`src/rtl/menu_router_pkg.sv`:
```
// Shared definitions for the menu event router: event indices, default event
// count and the router state type.
package menu_router_pkg;

  localparam int EV_MENU     = 0;
  localparam int EV_DOWN     = 1;
  localparam int EV_UP       = 2;
  localparam int NEV_DEFAULT = 3;

  typedef enum logic {
    RUN   = 1'b0,
    GUARD = 1'b1
  } state_e;

endpackage

```
`src/rtl/evt_edge_pend.sv`:
```
// One button event: rising-edge detect against the registered level, a 1-deep
// pending slot held while the target channel is busy, and overflow detection.
module evt_edge_pend (
  input  logic clk,
  input  logic reset,
  input  logic ev_in,
  input  logic busy,
  input  logic accept,
  input  logic flush,
  output logic fire,
  output logic drop
);

  logic ev_q_q, ev_q_d;
  logic pend_q, pend_d;
  logic rise;

  always_comb begin
    rise   = ev_in & ~ev_q_q;
    ev_q_d = ev_in;
    pend_d = pend_q;
    fire   = 1'b0;
    drop   = 1'b0;
    if (flush) begin
      pend_d = 1'b0;
    end else if (accept) begin
      // A new edge on top of a held event is lost, whether or not the slot drains now.
      drop = rise & pend_q;
      if (busy) begin
        pend_d = pend_q | rise;
      end else begin
        fire   = rise | pend_q;
        pend_d = 1'b0;
      end
    end
  end

  always_ff @(posedge clk) begin
    if (reset) begin
      ev_q_q <= 1'b1;
      pend_q <= 1'b0;
    end else begin
      ev_q_q <= ev_q_d;
      pend_q <= pend_d;
    end
  end

endmodule

```
`src/rtl/menu_event_router.sv`:
```
// Routes debounced button edges to the selected screen channel as one-cycle
// pulses, with a post-switch guard window and per-event busy buffering.
module menu_event_router
  import menu_router_pkg::state_e;
  import menu_router_pkg::RUN;
  import menu_router_pkg::NEV_DEFAULT;
#(
  parameter  int NCH   = 11,
  parameter  int NEV   = NEV_DEFAULT,
  parameter  int GUARD = 4,
  localparam int SELW  = $clog2(NCH)
) (
  input  logic                 clk,
  input  logic                 reset,
  input  logic [SELW-1:0]      select,
  input  logic [NEV-1:0]       ev_in,
  input  logic [NCH-1:0]       ch_busy,
  output logic [NCH*NEV-1:0]   ev_out,
  output logic [SELW-1:0]      active_ch,
  output logic                 guard_active,
  output logic                 drop
);

  localparam int unsigned OUTW = NCH * NEV;
  localparam int unsigned CW   = (GUARD > 1) ? $clog2(GUARD) : 1;

  state_e            state_q, state_d;
  logic [CW-1:0]     cnt_q, cnt_d;
  logic [SELW-1:0]   active_ch_q, active_ch_d;
  logic              guard_active_q, guard_active_d;
  logic [OUTW-1:0]   ev_out_q, ev_out_d;
  logic              drop_q, drop_d;

  logic [SELW-1:0]   sel_clamped;
  logic              sel_switch;
  logic              accept;
  logic              busy;
  logic [NEV-1:0]    fire;
  logic [NEV-1:0]    ev_drop;

  for (genvar g = 0; g < NEV; g++) begin : g_ev
    evt_edge_pend u_pend (
      .clk    (clk),
      .reset  (reset),
      .ev_in  (ev_in[g]),
      .busy   (busy),
      .accept (accept),
      .flush  (sel_switch),
      .fire   (fire[g]),
      .drop   (ev_drop[g])
    );
  end

  always_comb begin
    sel_clamped = (32'(select) >= NCH) ? '0 : select;
    sel_switch  = (sel_clamped != active_ch_q);
    accept      = (state_q == RUN) && !sel_switch;
    busy        = ch_busy[active_ch_q];

    state_d     = state_q;
    cnt_d       = cnt_q;
    active_ch_d = active_ch_q;
    if (sel_switch) begin
      active_ch_d = sel_clamped;
      state_d     = menu_router_pkg::GUARD;
      cnt_d       = CW'(GUARD - 1);
    end else if (state_q == menu_router_pkg::GUARD) begin
      if (cnt_q == '0) state_d = RUN;
      else             cnt_d   = cnt_q - CW'(1);
    end
    guard_active_d = (state_d == menu_router_pkg::GUARD);

    // fire is already gated by accept, so the decode only needs the channel offset.
    ev_out_d = OUTW'(fire) << (NEV * int'(active_ch_q));
    drop_d   = |ev_drop;
  end

  always_ff @(posedge clk) begin
    if (reset) begin
      state_q        <= RUN;
      cnt_q          <= '0;
      active_ch_q    <= '0;
      guard_active_q <= 1'b0;
      ev_out_q       <= '0;
      drop_q         <= 1'b0;
    end else begin
      state_q        <= state_d;
      cnt_q          <= cnt_d;
      active_ch_q    <= active_ch_d;
      guard_active_q <= guard_active_d;
      ev_out_q       <= ev_out_d;
      drop_q         <= drop_d;
    end
  end

  assign ev_out       = ev_out_q;
  assign active_ch    = active_ch_q;
  assign guard_active = guard_active_q;
  assign drop         = drop_q;

endmodule

```
`config.mk`:
```
export PLATFORM = sky130hd
export DESIGN_NAME = menu_event_router
export DESIGN_NICKNAME = d
export VERILOG_FILES = /design/src/rtl/menu_router_pkg.sv /design/src/rtl/evt_edge_pend.sv /design/src/rtl/menu_event_router.sv
export SDC_FILE = /design/constraint.sdc
export NUM_CORES = 1
export LEC_CHECK = 0
export BUFFER_PORTS_ARGS = -buffer_cell sky130_fd_sc_hd__buf_2
export CAP_MARGIN = 20
export CORE_MARGIN = 2
export CORE_UTILIZATION = 45
export CTS_CLUSTER_SIZE = 30
export DETAILED_ROUTE_END_ITERATION = 6
export GPL_TIMING_DRIVEN = 0
export PLACE_DENSITY_LB_ADDON = 0.15
export SLEW_MARGIN = 20
export SYNTH_ARGS = -nofsm -noshare
export SYNTH_HDL_FRONTEND = slang
export SYNTH_SLANG_ARGS = --single-unit
```
`constraint.sdc`:
```
create_clock -name clk -period 2.5 [get_ports clk]
set_input_delay 0.125 -clock clk [delete_from_list [all_inputs] [get_ports clk]]
set_output_delay 0.125 -clock clk [all_outputs]
set_load 0.01 [all_outputs]
```
==> impl_metrics.env, run 1 <==
export IMPL_clkSinkCount=47
export IMPL_fin_crit_sh_pct=72.6
export IMPL_ys_seq_area_share_pct=41.5
export IMPL_worst_setup_path_end_kind="flip-flop"
export IMPL_holdCritPathClass="primary input to flip-flop"
export IMPL_syn2layout_area_growth_pct=20.0
export IMPL_clk_pin_slew_ns=0.09
export IMPL_ant_nets=0
export IMPL_grt_remaining_overflow=0
export IMPL_grt_pass1_wl_um=7620
export IMPL_layout_drive_gt1_share_pct=44.6
export IMPL_clock_skew_ns=0.00456
export IMPL_track_usage_pct=18.1
export IMPL_cap_violations=0
export IMPL_initial_core_util_pct=47.4
export IMPL_netlist_area_um2=2270
export IMPL_cp_start_kind="flip-flop"
export IMPL_fin_util_pct=56.9
export IMPL_antenna_cells=0
export IMPL_cts_buffer_depth=2
export IMPL_dp_hpwl_um=3580
export IMPL_numCtsBuffers=5
export IMPL_yosysTopAreaCell="dfxtp_1"
export IMPL_rsz0062_at_grt="no"
export IMPL_ys_top_cells_by_count="47 x dfxtp_1, 25 x nor4_2, 18 x nand3_1"
export IMPL_cts_tree="yes"
export IMPL_power_density_nw_per_um2=549
export IMPL_routabilityCongestion=0.746
export IMPL_required_ns=2.71
export IMPL_critPathArrivalTime_ns=2.02
export IMPL_rows=25
export IMPL_slew_headroom_pct=67.4
export IMPL_p_total_mw=1.49
export IMPL_totalWireLength_um=4890
export IMPL_max_freq_mhz=551
export IMPL_leakage_nw=1.02
export IMPL_synth_top_area_share_pct=41.5
export IMPL_cts_root_buf="clkbuf_8"
export IMPL_pre_cts_ws_ns=0.714
export IMPL_first_pass_iters=4
export IMPL_slowest_stage="nand3b_1"
export IMPL_io_pins=59
export IMPL_synth_edf_count=0
export IMPL_cts_setup_buffers=0
export IMPL_vias=1810
export IMPL_synthTopCellsByArea="dfxtp_1 41%, nor4_2 14%, buf_6 4.5%, nand3_1 4.0%, nor4b_2 2.6%"
export IMPL_ys_async_sr_fraction_pct=0
export IMPL_antenna_found_initial=0
export IMPL_drtIter0Drc=150
export IMPL_max_slew_worst_pin_slew_ns=0.484
export IMPL_die_area_um2=5630
export IMPL_yosysWarnings=0
export IMPL_wl_per_cell_um=14.2
export IMPL_drc=0
export IMPL_worst_path_buf_inv=1
export IMPL_final_nets=298
export IMPL_finalSetupTns_ns=0
export IMPL_peakVddDrop_mv=0.252
export IMPL_synth_cell_type_count=46
export IMPL_synthCells=213
export IMPL_core_um2=4790
export IMPL_fin_crit_ns=1.82
export IMPL_syn_area_per_cell_um2=10.6
export IMPL_synth_ff_type="dfxtp_1"
export IMPL_slowest_delay_ns=0.46
export IMPL_fill_cells=441
export IMPL_drt_vias_per_instance=5.25
export IMPL_die_h_um=75
export IMPL_insertion_delay_ns=0.30
export IMPL_dpl_instance_area_um2=2640
export IMPL_hold_viol=0
export IMPL_die_x_um=75
export IMPL_ys_ff_latch=47
export IMPL_setup_viol=0
export IMPL_crit_fanout=10
export IMPL_slew_viol_final=0
export IMPL_stdcell_area_um2=2720
export IMPL_crit_family="simple AND/OR/NAND/NOR gates"
export IMPL_grt_max_degree=15
export IMPL_cp_cell_sequence="buf_6, mux2i_1, o21ai_0, nand3b_1, nor4b_2"
export IMPL_status="finished clean"
export IMPL_crit_type="flip-flop to flip-flop"
export IMPL_worst_slack_ns=0.684
export IMPL_grt_pass1_vias=1579
export IMPL_hold_buffers=0
export IMPL_synth_fp_nets=234
export IMPL_cts_resized_gates=0
export IMPL_io_buffers=57
export IMPL_synth_most_common_cell="dfxtp_1"
export IMPL_htreeDepth=2
-- flip-flops by register name (all words and copies together), names as in the netlist --
register,flops
guard_active,1
drop,1
ev_out,33
g_ev.u_pend.ev_q_q,3
cnt_q,2
active_ch,4
g_ev.u_pend.pend_q,3
-- final cells by class --
class	count	area, µm²	share of cell area, %
sequential	47	941	34.6
clock buffer	6	72.6	2.67
inverter	7	26.3	0.965
buffer	22	195	7.17
tap	67	83.8	3.08
clock inverter	2	12.5	0.460
multi-input combinational	137	1110	40.6
timing repair buffer	57	285	10.5
-- per-stage QoR --
stage | instances | hold slack [ns]
finish | 345 | 0.0218
global route | 345 | 0.0175
CTS | 345 | 0.0168
detailed placement | 337 | 0.333
global placement | 337 | 0.329
floorplan | 213 | 0.201
-- cells by family (layout without fill, tap and decap cells) --
kind of cell / Yosys count / after routing / synth area share (%)
simple gates: 101 / 101 / 34.6
flops: 47 / 47 / 41.5
buf+inv: 29 / 94 / 9.76
compound gates: 27 / 27 / 10.2
mux: 5 / 5 / 2.26
xor+xnor: 3 / 3 / 1.16
fa+ha+maj: 1 / 1 / 0.551
-- layer usage --
layer / global-route usage [%] / vias up / wire, µm / share of wire (%)
li1: - / 916 / - / -
met1: 25.0 / 833 / 2360 / 48
met2: 28.2 / 57 / 2210 / 45
met3: 4.42 / 4 / 269 / 5.5
met4: 5.36 / 0 / 48 / 0.98
met5: 0 / - / 0 / 0
-- cells in the final DEF (no fill, tap or decap), types with 2 or more instances in the layout --
cell type / count
nor2_1: 4
nor4b_2: 4
clkbuf_1: 4
mux2i_1: 4
nor4_1: 7
inv_1: 7
buf_6: 9
a2111oi_2: 3
nand3_1: 18
o21ai_0: 2
xnor2_1: 3
nor4_2: 25
a31oi_1: 2
nand3b_1: 3
buf_12: 2
nand2_1: 15
nor3_1: 2
nand4b_1: 3
nor3b_1: 4
dfxtp_1: 47
o31a_1: 3
buf_2: 64
clkbuf_8: 5
nor2b_1: 2
nand2b_1: 4
a32oi_1: 3
or2_2: 3
a21oi_1: 5
-- where the power goes --
| group | internal (mW) | total (mW) | switching [mW] | leakage [nW] |
|---|---|---|---|---|
| clock | 0.196 | 0.448 | 0.252 | 0.0412 |
| sequential | 0.758 | 0.764 | 0.00538 | 0.381 |
| combinational | 0.108 | 0.283 | 0.175 | 0.596 |
| total | 1.06 | 1.49 | 0.433 | 1.02 |
-- path summary, 6_finish.rpt --
check                           depth (start not counted)                                from  slack, ns                                 end
worst max register to register                          5           active_ch[1]$_SDFFE_PP0P_       0.68               ev_out[31]$_SDFF_PP0_
worst max-delay path                                    5           active_ch[1]$_SDFFE_PP0P_       0.68               ev_out[31]$_SDFF_PP0_
worst min register to register                          2  g_ev[1].u_pend.pend_q$_SDFFE_PP0N_       0.63  g_ev[1].u_pend.pend_q$_SDFFE_PP0N_
worst min-delay path                                    2                            ev_in[0]       0.02    g_ev[0].u_pend.ev_q_q$_SDFF_PP1_
(Power assumes the default switching activity.)
==> inputs of run 2 (changes only) <==
Clock period 2.5 ns to 1.85 ns, I/O delays scaled along.
==> impl_metrics.env, run 2 (same netlist as run 1, synthesis figures left out) <==
export IMPL_status="finished clean"
export IMPL_stdcell_area_um2=2770
export IMPL_cp_start_kind="flip-flop"
export IMPL_slew_headroom_pct=67.5
export IMPL_clk_pin_slew_ns=0.08
export IMPL_htreeDepth=2
export IMPL_antenna_cells=0
export IMPL_finalSetupTns_ns=0
export IMPL_sw_frac_of_total_pct=28.9
export IMPL_fill_cells=437
export IMPL_dp_hpwl_um=3580
export IMPL_drc=0
export IMPL_p_total_mw=2.02
export IMPL_fin_util_pct=57.8
export IMPL_crit_type="flip-flop to flip-flop"
export IMPL_p_clk_share_pct=29.8
export IMPL_dpl_instance_area_um2=2640
export IMPL_rsz0062_at_grt="yes"
export IMPL_fin_crit_ns=1.78
export IMPL_antenna_found_initial=0
export IMPL_syn2layout_area_growth_pct=22.0
export IMPL_drt_vias_per_instance=5.21
export IMPL_drtIter0Drc=146
export IMPL_cts_tree="yes"
export IMPL_power_density_nw_per_um2=732
export IMPL_io_pins=59
export IMPL_final_nets=302
export IMPL_required_ns=2.03
export IMPL_clkSinkCount=47
export IMPL_core_um2=4790
export IMPL_holdCritPathClass="primary input to flip-flop"
export IMPL_largest_reg_flops=33
export IMPL_first_pass_iters=5
export IMPL_path_common_cell="buf_6"
export IMPL_max_slew_worst_pin_slew_ns=0.488
export IMPL_cts_buffer_depth=2
export IMPL_stdcell_count=349
export IMPL_slowest_stage="a221oi_2"
export IMPL_fin_crit_sh_pct=96.0
export IMPL_totalWireLength_um=4940
export IMPL_peakVddDrop_mv=0.341
export IMPL_comb_power_share_pct=19.2
export IMPL_grt_pass1_wl_um=7640
export IMPL_cap_violations=0
export IMPL_crit_fanout=10
export IMPL_leakage_nw=1.04
export IMPL_worst_setup_path_end_kind="flip-flop"
export IMPL_pwr_share_seq_pct=51.0
export IMPL_routabilityCongestion=0.746
export IMPL_die_h_um=75
export IMPL_vias=1818
export IMPL_cp_cell_sequence="buf_6, nor2b_1, buf_2, a221oi_2, and2_1, buf_6, buf_12, nor4_2"
export IMPL_grt_pass1_vias=1582
export IMPL_grt_max_degree=15
export IMPL_grt_remaining_overflow=0
export IMPL_die_area_um2=5630
export IMPL_wl_per_cell_um=14.2
export IMPL_setup_viol=0
export IMPL_hold_viol=0
export IMPL_cts_root_buf="clkbuf_8"
export IMPL_place_inst=337
export IMPL_insertion_delay_ns=0.30
export IMPL_final_common_cell="buf_2"
export IMPL_final_cell_mix="64 x buf_2, 47 x dfxtp_1, 26 x nor4_2, 18 x nand3_1, 15 x nand2_1"
export IMPL_ant_nets=0
export IMPL_initial_core_util_pct=47.4
export IMPL_pre_cts_ws_ns=0.0640
export IMPL_slowest_delay_ns=0.37
export IMPL_fin_worst_hold_slack_ns=0.0376
export IMPL_track_usage_pct=18.2
export IMPL_rows=25
export IMPL_p_int_mw=1.44
export IMPL_max_freq_mhz=563
export IMPL_clock_skew_ns=0.00440
export IMPL_die_x_um=75
export IMPL_critPathArrivalTime_ns=1.96
export IMPL_power_switching_uw=585
export IMPL_io_buffers=57
export IMPL_worst_slack_ns=0.0749
export IMPL_layout_drive_gt1_share_pct=44.7
export IMPL_slew_viol_final=0
export IMPL_numCtsBuffers=5
==> run 2: changes by cell type in the layout (fill, tap and decap cells not counted), sizes merged <==
cell and change:
buf +1, dlygate4sd3 +3
==> run 2: path summary, 6_finish.rpt <==
| kind | cells after the start | slack, ns | to | startpoint |
|---|---|---|---|---|
| hold / removal | 2 | 0.04 | g_ev[2].u_pend.pend_q$_SDFFE_PP0N_ | reset |
| setup reg to reg | 8 | 0.07 | ev_out[18]$_SDFF_PP0_ | active_ch[1]$_SDFFE_PP0P_ |
| hold reg to reg | 2 | 0.64 | g_ev[1].u_pend.pend_q$_SDFFE_PP0N_ | g_ev[1].u_pend.pend_q$_SDFFE_PP0N_ |
| setup / recovery | 8 | 0.07 | ev_out[18]$_SDFF_PP0_ | active_ch[1]$_SDFFE_PP0P_ |
==> run 2: layer usage <==
| layer | wire length, µm | global-route usage [%] | vias to the layer above |
|---|---|---|---|
| met5 | 0 | 0 | - |
| met4 | 37 | 5.36 | 0 |
| met3 | 264 | 4.42 | 4 |
| met2 | 2270 | 28.6 | 56 |
| met1 | 2380 | 24.8 | 841 |
| li1 | - | - | 917 |
==> run 2: cell type report <==
cell class | count | area, µm² | share of cell area [%]
repair buffers | 61 | 323 | 11.7
plain buffers | 22 | 195 | 7.06
inverters | 7 | 26.3 | 0.950
clock inverters | 2 | 12.5 | 0.452
multi-input cells | 137 | 1110 | 40.2
flip-flops and latches | 47 | 941 | 34.0
well taps | 67 | 83.8 | 3.03
clock buffers | 6 | 72.6 | 2.62
==> run 2: critical path: cells and delay by family (launching register included) <==
family | cells | cell delay, ns
buffers and inverters | 4 | 0.63
flip-flops | 1 | 0.35
AND/OR/NAND/NOR | 3 | 0.30
AO/OA/AOI/OAI | 1 | 0.37
==> run 2: power by group through the flow <==
stage / Combinational, mW / Clock [mW] / Sequential, mW
after floorplan: 0.290 / 0 / 1.06
after global placement: 0.377 / 0 / 1.06
after detailed placement: 0.382 / 0 / 1.06
after CTS: 0.388 / 0.618 / 1.03
after global routing: 0.419 / 0.660 / 1.03
final: 0.390 / 0.603 / 1.03
==> run 2: repair_timing <==
item                                    CTS  global route
endpoints found under the hold margin     3             0
buffers inserted                          0             1
resized for setup                         0             1
hold buffers                              3             0
endpoints found under the setup margin    0            29
